File: config.mk
export PLATFORM = sky130hd
export DESIGN_NAME = dmem_arbiter
export DESIGN_NICKNAME = d
export VERILOG_FILES = /design/src/rtl/dmem_arb_pkg.sv /design/src/rtl/dmem_arb_pick.sv /design/src/rtl/dmem_arbiter.sv
export SDC_FILE = /design/constraint.sdc
export NUM_CORES = 1
export LEC_CHECK = 0
export ABC_AREA = 1
export ABC_CLOCK_PERIOD_IN_PS = 1940
export BUFFER_PORTS_ARGS = -buffer_cell sky130_fd_sc_hd__buf_2
export CAP_MARGIN = 20
export CORE_UTILIZATION = 50
export CTS_CLUSTER_SIZE = 14
export DETAILED_ROUTE_END_ITERATION = 8
export PLACE_DENSITY = 0.86
export SLEW_MARGIN = 20
export SYNTH_ARGS = -nofsm -noshare
export SYNTH_HDL_FRONTEND = slang
export SYNTH_SLANG_ARGS = --single-unit
File: constraint.sdc
create_clock -name clk -period 1.94 [get_ports clk]
set_clock_uncertainty 0.15 [all_clocks]
set_input_delay 0.097 -clock clk [delete_from_list [all_inputs] [get_ports clk]]
set_output_delay 0.097 -clock clk [all_outputs]
set_load 0.005 [all_outputs]
File: src/rtl/dmem_arb_pkg.sv
// ============================================================================
// Module   : dmem_arb_pkg
// Purpose  : Shared types and default widths for the dmem_arbiter block.
// Revision : 1.0 - initial release
// ============================================================================
`default_nettype none

package dmem_arb_pkg;

  localparam int DEF_ADDR_W = 8;
  localparam int DEF_DATA_W = 32;

  typedef enum logic [0:0] {
    IDLE  = 1'b0,
    ISSUE = 1'b1
  } state_t;

  typedef enum logic [0:0] {
    REQ_CPU = 1'b0,
    REQ_VID = 1'b1
  } req_id_t;

endpackage

`default_nettype wire

File: src/rtl/dmem_arb_pick.sv
// ============================================================================
// Module   : dmem_arb_pick
// Purpose  : Combinational winner select between the CPU and video requesters.
//            DMEM_ARB_ROUND_ROBIN_EN selects the round-robin tie-break;
//            otherwise the CPU wins every tie.
// Revision : 1.0 - initial release
// ============================================================================
`default_nettype none

module dmem_arb_pick
  import dmem_arb_pkg::*;
(
  input  logic    cpu_req,
  input  logic    vid_req,
`ifdef DMEM_ARB_ROUND_ROBIN_EN
  input  req_id_t prio_ptr,
`endif
  output logic    valid,
  output req_id_t winner
);

  always_comb begin
    valid  = cpu_req | vid_req;
    winner = REQ_CPU;
    if (cpu_req && vid_req) begin
`ifdef DMEM_ARB_ROUND_ROBIN_EN
      // prio_ptr names the requester that did not win the previous grant
      winner = prio_ptr;
`else
      winner = REQ_CPU;
`endif
    end else if (vid_req) begin
      winner = REQ_VID;
    end
  end

endmodule

`default_nettype wire

File: src/rtl/dmem_arbiter.sv
// ============================================================================
// Module   : dmem_arbiter
// Purpose  : Two-port arbiter/sequencer for the single-port data memory.
//            Define DMEM_ARB_ROUND_ROBIN_EN for round-robin tie-breaking;
//            the default build uses fixed CPU priority.
// Revision : 1.0 - initial release
// ============================================================================
`default_nettype none

module dmem_arbiter
  import dmem_arb_pkg::*;
#(
  parameter int ADDR_W = DEF_ADDR_W,
  parameter int DATA_W = DEF_DATA_W
) (
  input  logic              clk,
  input  logic              rst_n,

  input  logic              cpu_req,
  input  logic              cpu_we,
  input  logic [ADDR_W-1:0] cpu_addr,
  input  logic [DATA_W-1:0] cpu_wdata,
  output logic              cpu_gnt,
  output logic              cpu_rvalid,
  output logic [DATA_W-1:0] cpu_rdata,

  input  logic              vid_req,
  input  logic              vid_we,
  input  logic [ADDR_W-1:0] vid_addr,
  input  logic [DATA_W-1:0] vid_wdata,
  output logic              vid_gnt,
  output logic              vid_rvalid,
  output logic [DATA_W-1:0] vid_rdata,

  output logic              MemRead,
  output logic              MemWrite,
  output logic [31:0]       ALUResult,
  output logic [DATA_W-1:0] writeData,
  input  logic [DATA_W-1:0] readData,

  output logic              busy
);

  state_t            state;
  state_t            state_nxt;
  req_id_t           owner;
  req_id_t           winner;
  logic              pick_valid;
  logic              grant;
  logic              complete_rd;
  logic              sel_we;
  logic [ADDR_W-1:0] sel_addr;
  logic [DATA_W-1:0] sel_wdata;

`ifdef DMEM_ARB_ROUND_ROBIN_EN
  req_id_t prio_ptr;

  dmem_arb_pick u_pick (
    .cpu_req  (cpu_req),
    .vid_req  (vid_req),
    .prio_ptr (prio_ptr),
    .valid    (pick_valid),
    .winner   (winner)
  );

  always_ff @(posedge clk or negedge rst_n) begin
    if (!rst_n) begin
      prio_ptr <= REQ_CPU;
    end else if (grant) begin
      prio_ptr <= (winner == REQ_CPU) ? REQ_VID : REQ_CPU;
    end
  end
`else
  dmem_arb_pick u_pick (
    .cpu_req  (cpu_req),
    .vid_req  (vid_req),
    .valid    (pick_valid),
    .winner   (winner)
  );
`endif

  assign sel_we    = (winner == REQ_VID) ? vid_we    : cpu_we;
  assign sel_addr  = (winner == REQ_VID) ? vid_addr  : cpu_addr;
  assign sel_wdata = (winner == REQ_VID) ? vid_wdata : cpu_wdata;
  assign busy      = (state != IDLE);

  always_comb begin
    state_nxt   = state;
    grant       = 1'b0;
    complete_rd = 1'b0;
    case (state)
      IDLE: begin
        if (pick_valid) begin
          grant     = 1'b1;
          state_nxt = ISSUE;
        end
      end
      ISSUE: begin
        complete_rd = MemRead;
        state_nxt   = IDLE;
      end
      default: state_nxt = IDLE;
    endcase
  end

  always_ff @(posedge clk or negedge rst_n) begin
    if (!rst_n) begin
      state <= IDLE;
    end else begin
      state <= state_nxt;
    end
  end

  always_ff @(posedge clk or negedge rst_n) begin
    if (!rst_n) begin
      owner      <= REQ_CPU;
      MemRead    <= 1'b0;
      MemWrite   <= 1'b0;
      ALUResult  <= '0;
      writeData  <= '0;
      cpu_gnt    <= 1'b0;
      vid_gnt    <= 1'b0;
      cpu_rvalid <= 1'b0;
      vid_rvalid <= 1'b0;
      cpu_rdata  <= '0;
      vid_rdata  <= '0;
    end else begin
      cpu_gnt    <= grant && (winner == REQ_CPU);
      vid_gnt    <= grant && (winner == REQ_VID);
      cpu_rvalid <= complete_rd && (owner == REQ_CPU);
      vid_rvalid <= complete_rd && (owner == REQ_VID);
      if (grant) begin
        owner     <= winner;
        MemRead   <= !sel_we;
        MemWrite  <= sel_we;
        ALUResult <= {{(32-ADDR_W){1'b0}}, sel_addr};
        writeData <= sel_wdata;
      end else if (state == ISSUE) begin
        MemRead  <= 1'b0;
        MemWrite <= 1'b0;
      end
      // readData is valid only at the ISSUE->IDLE edge, after the falling-edge access
      if (complete_rd && (owner == REQ_CPU)) cpu_rdata <= readData;
      if (complete_rd && (owner == REQ_VID)) vid_rdata <= readData;
    end
  end

endmodule

`default_nettype wire
; ---- After elaboration in Yosys (flattened, before gate mapping)
; Cells that the tools add are included.
[totals]
regBits = 112
latch_bits = 0
ram_bits = 0
mem_bits_ro = 0
in_bits = 118
out_inout_bits = 135
mem_count = 0
[op_classes]
add_sub_neg = 0
mul = 0
n_div = 0
magnitude_cmp = 0
eq_ne = 0
shifts = 0
mux = 12
bitwise = 4
reduce_logical = 7
[ops]
columns = op, count
row1 = two-way mux 32 bit, 1
row2 = two-way mux 1 bit, 9
row3 = two-way mux 8 bit, 1
row4 = logical AND 1 bit, 5
row5 = NOT 1 bit, 3
row6 = one-hot mux 1 bit (2 select lines), 1
row7 = nonzero test 2 bit, 1
row8 = logical NOT 1 bit, 1
row9 = bitwise OR 1 bit, 1

; ---- Logic depth before layout (Yosys ltp)
; Gate-level depths: netlist of run 1.
[depth]
ltp_word = 5
depth_mapped = 7
ltp_nobuf = 5

; ---- By module
; From an unflattened synthesis of run 1, not the netlist that was laid out.
[unflattened]
cells_unflattened = 633
hier_area_um2 = 5028.6
[by_module_without_submodules]
columns = mod, n_inst, cells_each, area_each_um2, seq_area_each_um2
row1 = dmem_arbiter, 1, 629, 5013.6, 2802.7
row2 = dmem_arb_pick, 1, 4, 15.0, 0.0

; ---- Worst setup path after synthesis of run 1
; OpenSTA, ideal clock, no wires.
[synth_path]
path_type = reg-to-reg
from = register state, in the netlist busy
to = register cpu_rdata[10]
setup_ns = 0.134
arrival_ns = 0.990
required_ns = 1.656
path_slack_ns = 0.666
stages_incl_launch_ff = 6
period_less_slack_ns = 1.274
cell_sequence = dfrtp_1 nand3_1 buf_2 buf_2 nand2_1 o21ai_0
[synth_via]
elab_chain_cells = 2
[synth_lines]
columns = item, line
row1 = start: declaration, dmem_arbiter.sv:44  ; state_t state;
row2 = start signal: assignment, dmem_arbiter.sv:110  ; state <= state_nxt;
row3 = two-way mux 1 bit, dmem_arbiter.sv:91  ; case (state)
row4 = logical AND 1 bit, dmem_arbiter.sv:143  ; if (complete_rd && (owner == REQ_CPU)) cpu_rdata <= readData;
row5 = end signal: assignment, dmem_arbiter.sv:143
row6 = end: declaration, dmem_arbiter.sv:25  ; output logic [DATA_W-1:0] cpu_rdata,
; Every way passes these cells.
; A chain may end at the register's enable or synchronous reset.

; ---- Worst setup path after layout of run 1
[layout_path]
from = register state, in the netlist busy
to = register ALUResult[6]
[layout_via]
elab_chain_cells = 1
[layout_lines]
columns = item, line
row1 = two-way mux 1 bit, dmem_arbiter.sv:91
row2 = end signal: assignment, dmem_arbiter.sv:136  ; ALUResult <= {{(32-ADDR_W){1'b0}}, sel_addr};
row3 = end: declaration, dmem_arbiter.sv:37  ; output logic [31:0] ALUResult,
; Every way passes these cells.

==> summary by stage, run 1 <==
Status
The flow ran to the end, and the final reports show no timing, DRC or antenna violations.

STA
The final-report max-slew violation count came to 0. In this run the tightest slew margin relative to its limit is 52.9%. The summed negative setup slack over all endpoints is 0 ns. At the pin with the least slew margin, the transition time is 0.706 ns. Based on the critical path, the design can be clocked at up to 531 MHz. The post-layout minimum cycle time is 1.88 ns. The hold violation total from the final report is 0.

Setup slack on the critical path of the routed design comes to 0.0571 ns. Setup violations remaining at the end of the flow were counted as 0. Setup repair after global routing left no endpoint under its margin. After layout, the worst path uses 97.1% of the clock period.

Hold path
The worst hold path terminates at vid_gnt. The min-delay analysis places its worst path in the category input port to flip-flop. The startpoint identified for the worst hold timing path is vid_req. The worst hold path depth is 4.

Critical path
On the worst path, the slowest cell contributes a delay of 0.59 ns. The type of destination of the critical path is a flip-flop. The slowest stage of the critical path belongs to the cell dlygate4sd3_1. STA puts the critical path data arrival time at 2.03 ns. The worst register-to-register path has a setup slack of 0.06 ns. Along the worst path, the maximum fanout reaches 27. The required time of the worst setup path is 2.09 ns.

In this run the critical register-to-register path is launched from busy. The worst path buffer plus inverter count is 2. Among cell families on the critical path, the largest total delay comes from buffers and inverters. The critical path launch point type is a flip-flop. Walking the worst path, the cells encountered are nor2_4 > buf_8 > nand3_1 > dlygate4sd3_1 > nand2_1. Measured in cells, the most critical reg-to-reg path has a length of 5.

The endpoint of the worst register-to-register path is ALUResult[6]. The critical path is of the flip-flop to flip-flop type.

Power and ir drop
The worst-case IR drop observed on VDD is 0.490 mV. The analysis attributes to cell leakage a power of 0.00446 uW. The power density relative to cell area is 988 nW/um^2.

Global route
The number of antenna violations at the first check in global routing is 0. Across every metal layer, demand over resource in global routing totals 31.9%. Entering global routing, the biggest net connects 113 pins. The total congestion overflow after global routing is 0.

The first global-routing pass estimated 25500 um of wire. The number of global-route vias before repair is 5361.

CTS
The tree is rooted in a clkbuf_8. Counting along the longest clock path gives a buffer depth of 2. The clock-pin transition on the worst setup and hold timing paths is 0.12 ns. The number of buffers added by the clock tree synthesis step is 9. The clock latency of the later-clocked register in the worst-skew pair is 0.37 ns. The total number of clock tree sinks is 112. The H-tree depth reported by CTS is 3.

The TritonCTS clock tree is built.

Final layout
The area overhead of the layout relative to synthesis is 49.7%. In the layout the commonest cells are buf_2 (227), nand2_1 (189), inv_1 (119). The leading cell type in the layout, fill and taps excluded is buf_2. The number of filler instances in the final layout is 626. The area taken by flip-flops and latches is 2800 um^2. Cells with a size suffix above 1 make up 26.8% of the layout. The multi-input gate area in the final layout is 1600 um^2.

The antenna diode count is 0. At the end of the flow, the number of nets in the layout was 1088.

Drt
The final layout contains routed wiring with a total length of 16800 um. The detail route stage leaves a number of antenna-violating nets equal to 0. The residual DRC count is 0. The detailed-route wire length per cell is 15.1 um. The number of detailed-routing iterations run before antenna repair is 6. Using the TritonRoute via totals, the vias-per-cell ratio works out to 5.05. The routed layout has 5590 vias. The first routing iteration left 284 violations.

Logic synthesis
The number of distinct library cells after synthesis is 15. The synthesized area is 5110 um^2. The sequential element share of the synthesized area is 54.8%. Counting flops and latches in the post-synthesis netlist gives 112. The gate count after technology mapping is 639. The Yosys step of the flow raised 0 warnings. Averaged over all synthesized cells, the footprint is 8.00 um^2.

Die
The die is 103 um tall. Pin placement for this block handled 253 I/O pins. The standard-cell row count is 36. The floorplan step defined a die boundary enclosing 10600 um^2. The starting utilization of the core area is 51.9%. Measured along the x axis, the die boundary spans 103 um. The placeable core region is 9860 um^2.

Placement
Input and output buffers added on the ports amount to 228. Routability-driven placement finished with a final weighted congestion of 0.804. OpenSTA, run right after detailed placement, puts the worst setup slack at 0.376 ns. The sum of net half-perimeters after detailed placement is 9010 um.

Run
The count of maximum capacitance violations is 0.
==> cell usage after synthesis <==
cell,instances,share of area [%]
buf_1,5,0.37
buf_2,21,2.1
buf_4,28,4.1
clkbuf_1,5,0.37
conb_1,1,0.073
dfrtp_1,112,55
inv_1,119,8.7
inv_2,2,0.15
nand2_1,189,14
nand3_1,89,8.7
nor2_1,1,0.073
nor2_2,1,0.12
nor2_4,1,0.22
o21ai_0,3,0.29
o21ai_1,62,6.1
==> area by class of cell <==
type	instances	area share, %
well taps	133	2.17
clock inverters	7	0.915
clock buffers	9	1.62
repair buffers	356	31.8
multi-input cells	370	20.9
flip-flops and latches	112	36.6
inverters	121	5.93
==> tightest hold or removal path, cell delays in order <==
cell     delay [ns]
buf_2          0.10
buf_4          0.18
nand3_1        0.11
inv_1          0.04
==> through the flow <==
stage	hold slack [ns]	cell area (um^2)	total power, uW	cells	util [%]
final	0.0560	7660	7570	1108	77.6
after global routing	0.0737	7660	8110	1108	77.6
after CTS	0.0428	7640	7480	1108	77.5
after detailed placement	0.0760	6270	5880	974	63.5
after global placement	0.0742	6270	5760	974	63.5
after floorplan	-0.349	5200	4640	662	-
==> report_power, final <==
group,switching [uW],internal (uW),total (uW),leakage (uW)
sequential,477,3150,3630,0.00136
clock,858,507,1360,0.000101
combinational,1300,1270,2570,0.00299
==> timing repair <==
item                                    4_1_cts  5_1_grt
endpoints found under the setup margin        0       26
resized for setup                             0        4
hold buffers                                118        0
hold endpoints to repair                    218        0
setup buffers                                 0        0
==> cell families after synthesis <==
kind of cell	share of synthesized area (%)
AO/OA/AOI/OAI	6.36
buffers and inverters	15.8
flip-flops	54.8
other	0.0733
AND/OR/NAND/NOR	23.0
==> worst max-delay path by stage <==
stage	startpoint	end	cells after the start
3_5_place_dp	busy	cpu_rdata[2]	4
4_1_cts	busy	ALUResult[6]	5
3_3_place_gp	busy	cpu_rdata[4]	3
2_1_floorplan	busy	cpu_rdata[10]	5
6_report	busy	ALUResult[6]	5
5_1_grt	busy	writeData[13]	5
==> sequential cells by signal (all words and copies together), names as in the netlist, 8 cells and up <==
| register | cells |
|---|---|
| ALUResult | 8 |
| cpu_rdata | 32 |
| vid_rdata | 32 |
| writeData | 32 |
==> per-layer routing <==
| layer | GRT usage, % | share of wire (%) | vias to the layer above |
|---|---|---|---|
| met4 | 17.3 | 4.2 | 0 |
| met3 | 8.68 | 10 | 68 |
| li1 | - | - | 2548 |
| met1 | 35.8 | 36 | 2588 |
| met5 | 0 | 0 | - |
| met2 | 55.3 | 50 | 386 |
Power figures use the tool's default switching activity.
==> run 2: changes to the inputs <==
Settings changed: CORE_MARGIN from default to 5, CORE_UTILIZATION 50 to 44, PLACE_DENSITY 0.86 to 0.77.
==> run 2 against run 1 <==
Net effect:
- hold slack improved by 0.074 ns
- wire length increased by 7.4%
- design area increased by 1.8%
- power increased by 6.0%
- non-clock buffer count unchanged
- global-route usage decreased by 6.2 points
- core utilization decreased by 9.3 points
- clock power increased by 40%
- die area increased by 30%
- final cell count increased by 0.99%
- combinational power decreased by 3%
- largest power group unchanged
==> summary by stage, run 2 (synthesis gave the netlist of run 1 again) <==
Global route
The global-route wire length before repair came to 29300 um (+15%). The number of antenna violations at the first check in global routing came to 1 (+1). The maximum number of pins on one net before global-route repair is 66 (-42%). The overall fraction of global-route tracks in use is 25.7% (-6.2 points). The number of global-route vias before repair was 5676 (+5.9%). The total congestion overflow after global routing is 0 (unchanged).

Final layout
The fraction of final layout cells with drive strength greater than 1 came to 26.6% (-0.18 points). The area taken by flip-flops and latches is 2800 um^2 (about the same). Leaving out fill and tap cells, the most frequent cells in the layout are buf_2 (227), nand2_1 (189), inv_1 (119). The area overhead of the layout relative to synthesis is 52.4%. The largest registers in the layout are cpu_rdata: 32 flops, vid_rdata: 32 flops, writeData: 32 flops. The number of filler instances in the final layout is 826 (+32%). The leading cell type in the layout, fill and taps excluded is buf_2. The final instance area is 7800 um^2 (+1.8%). The multi-input gate area in the final layout was 1600 um^2 (unchanged). The number of nets at the end of the flow was 1088 (unchanged).

CTS
The H-tree depth reported by CTS is 3 (unchanged). The maximum count of clock buffers along a single path was 2 (unchanged). The clock-pin transition on the worst setup and hold timing paths is 0.07 ns (-0.05 ns). TritonCTS built the clock tree. The post-CTS setup buffer count is 0 (unchanged). The number of buffers added by the clock tree synthesis step was 9 (unchanged).

The cell sitting at the root of the clock tree is a clkbuf_16. The total number of clock tree sinks came to 112 (unchanged). The clock latency of the later-clocked register in the worst-skew pair is 0.33 ns (-0.04 ns).

STA
The ratio of final minimum period to clock period is 89.7% (-7.3 points). Setup repair after global routing left no endpoint under its margin. The max-slew headroom at the worst pin is 53.2% (+0.32 points). The summed negative setup slack over all endpoints is 0 ns (unchanged). The transition at the pin with the smallest max-transition slack is 0.701 ns (-0.00476 ns). The highest achievable clock rate is 574 MHz (+8.1%). The final-report max-slew violation count was 0 (unchanged). The post-layout minimum cycle time was 1.74 ns (-0.142 ns). The final hold slack is 0.130 ns (+0.0740 ns). The hold violation total from the final report is 0 (unchanged). The number of setup violations in the final report is 0 (unchanged).

Power and ir drop
The sequential cell fraction of total power was 45.4% (-2.6 points). The net switching power figure came to 2560 uW (-2.5%). The switching share of power was 32.0% (-2.8 points). The maximum vdd ir drop is 0.721 mV (+47%). The internal power of the cells came to 5460 uW (+11%). The leakage power was 0.00458 uW (+2.7%).

The power density relative to cell area was 1030 nW/um^2 (+4.1%). The share of power burned in combinational logic is 31.0% (-3.0 points). The portion of total power attributed to the clock network is 23.7% (+5.7 points).

Critical path
The data arrival time of the critical path came to 1.87 ns (-0.16 ns). The highest net fanout along the worst path is 40 (+48%). The required time of the worst setup path is 2.06 ns (-0.03 ns). The setup path with the least slack is of type input port to flip-flop. The type of destination of the critical path is a flip-flop. The critical path launch point type is an input port.

Drt
The total detailed-routing wirelength is 18000 um (+7.4%). The residual DRC count is 0 (unchanged). The number of antenna-violating nets in the routed design is 0 (unchanged). The detailed-route wire length per cell is 16.1 um (+6.3%). The via count was 5536 (-0.97%).

The number of violations reported at the end of detailed-routing iteration 0 is 467 (+64%). The routed via count divided by cell count came to 4.95 (-1.9%). The number of detailed-routing iterations run before antenna repair is 5 (-1).

Status
The run finished with clean final reports.

Die
The die area is 13900 um^2 (+30%). The placeable core region came to 11400 um^2 (+16%). The die height is 118 um (+14%). The I/O pin total is 253 (unchanged).

The starting utilization of the core area is 44.8% (-7.1 points). The x dimension of the die is 118 um (+14%). The standard-cell row count is 39 (+8.3%).

Run
The count of maximum capacitance violations is 0 (unchanged).

Placement
The number of buffers inserted by port buffering is 228 (unchanged). The post-placement cell area is 6310 um^2 (+0.60%). The sum of net half-perimeters after detailed placement was 9910 um (+10%). The weighted congestion at the end of routability-driven global placement was 0.802 (-0.25%).

Hold path
In this run the worst hold path is classified as input port to asynchronous set/reset pin.
==> run 2: final timing paths <==
| check | start | cells after the start | to | slack [ns] |
|---|---|---|---|---|
| min in group clk | ALUResult[5] | 2 | ALUResult[5] | 0.33 |
| hold / removal | rst_n | 2 | cpu_rdata[8] | 0.13 |
| hold reg to reg | ALUResult[5] | 2 | ALUResult[5] | 0.33 |
| setup / recovery | vid_req | 7 | ALUResult[2] | 0.20 |
| max in group asynchronous | rst_n | 3 | vid_rdata[17] | 0.83 |
| setup reg to reg | busy | 4 | ALUResult[2] | 0.32 |
==> run 2: cell type report <==
cell class	instances	share of cell area (%)
well taps	143	2.29
flip-flops and latches	112	35.9
clock buffers	11	3.24
diodes	2	0.0642
repair buffers	356	31.4
multi-input cells	370	20.5
inverters	121	5.82
clock inverters	4	0.674
==> run 2: stage by stage <==
stage | setup slack [ns] | instances | util, % | total power [uW]
after floorplan | 0.666 | 662 | - | 4640
after global placement | 0.516 | 984 | 55.2 | 5820
after detailed placement | 0.414 | 984 | 55.2 | 5900
after CTS | 0.335 | 1117 | 68.2 | 7970
after global routing | 0.155 | 1118 | 68.3 | 8530
final | 0.199 | 1119 | 68.3 | 8020
==> run 2: power groups by stage <==
stage,sequential [uW],combinational (uW),clock [uW]
floorplan,3700,939,0
global placement,3650,2170,0
detailed placement,3650,2250,0
CTS,3620,2430,1930
global route,3740,2770,2010
finish,3640,2490,1900
==> run 2: repair_timing <==
item / in CTS / in global routing
hold endpoints to repair: 144 / 0
gates resized for setup: 0 / 0
hold buffers: 118 / 0
==> run 2: worst max-delay path: stages <==
cell,delay [ns]
dlygate4sd3_1,0.54
buf_2,0.16
nor2_2,0.17
nor2_4,0.05
inv_2,0.52
nand2_1,0.18
nand2_1,0.13
==> run 2: metal layers <==
metal / global-route usage (%) / wire length (um)
met5: 0 / 0
met1: 31.9 / 6880
met4: 12.6 / 713
met2: 40.4 / 8320
met3: 8.36 / 2090
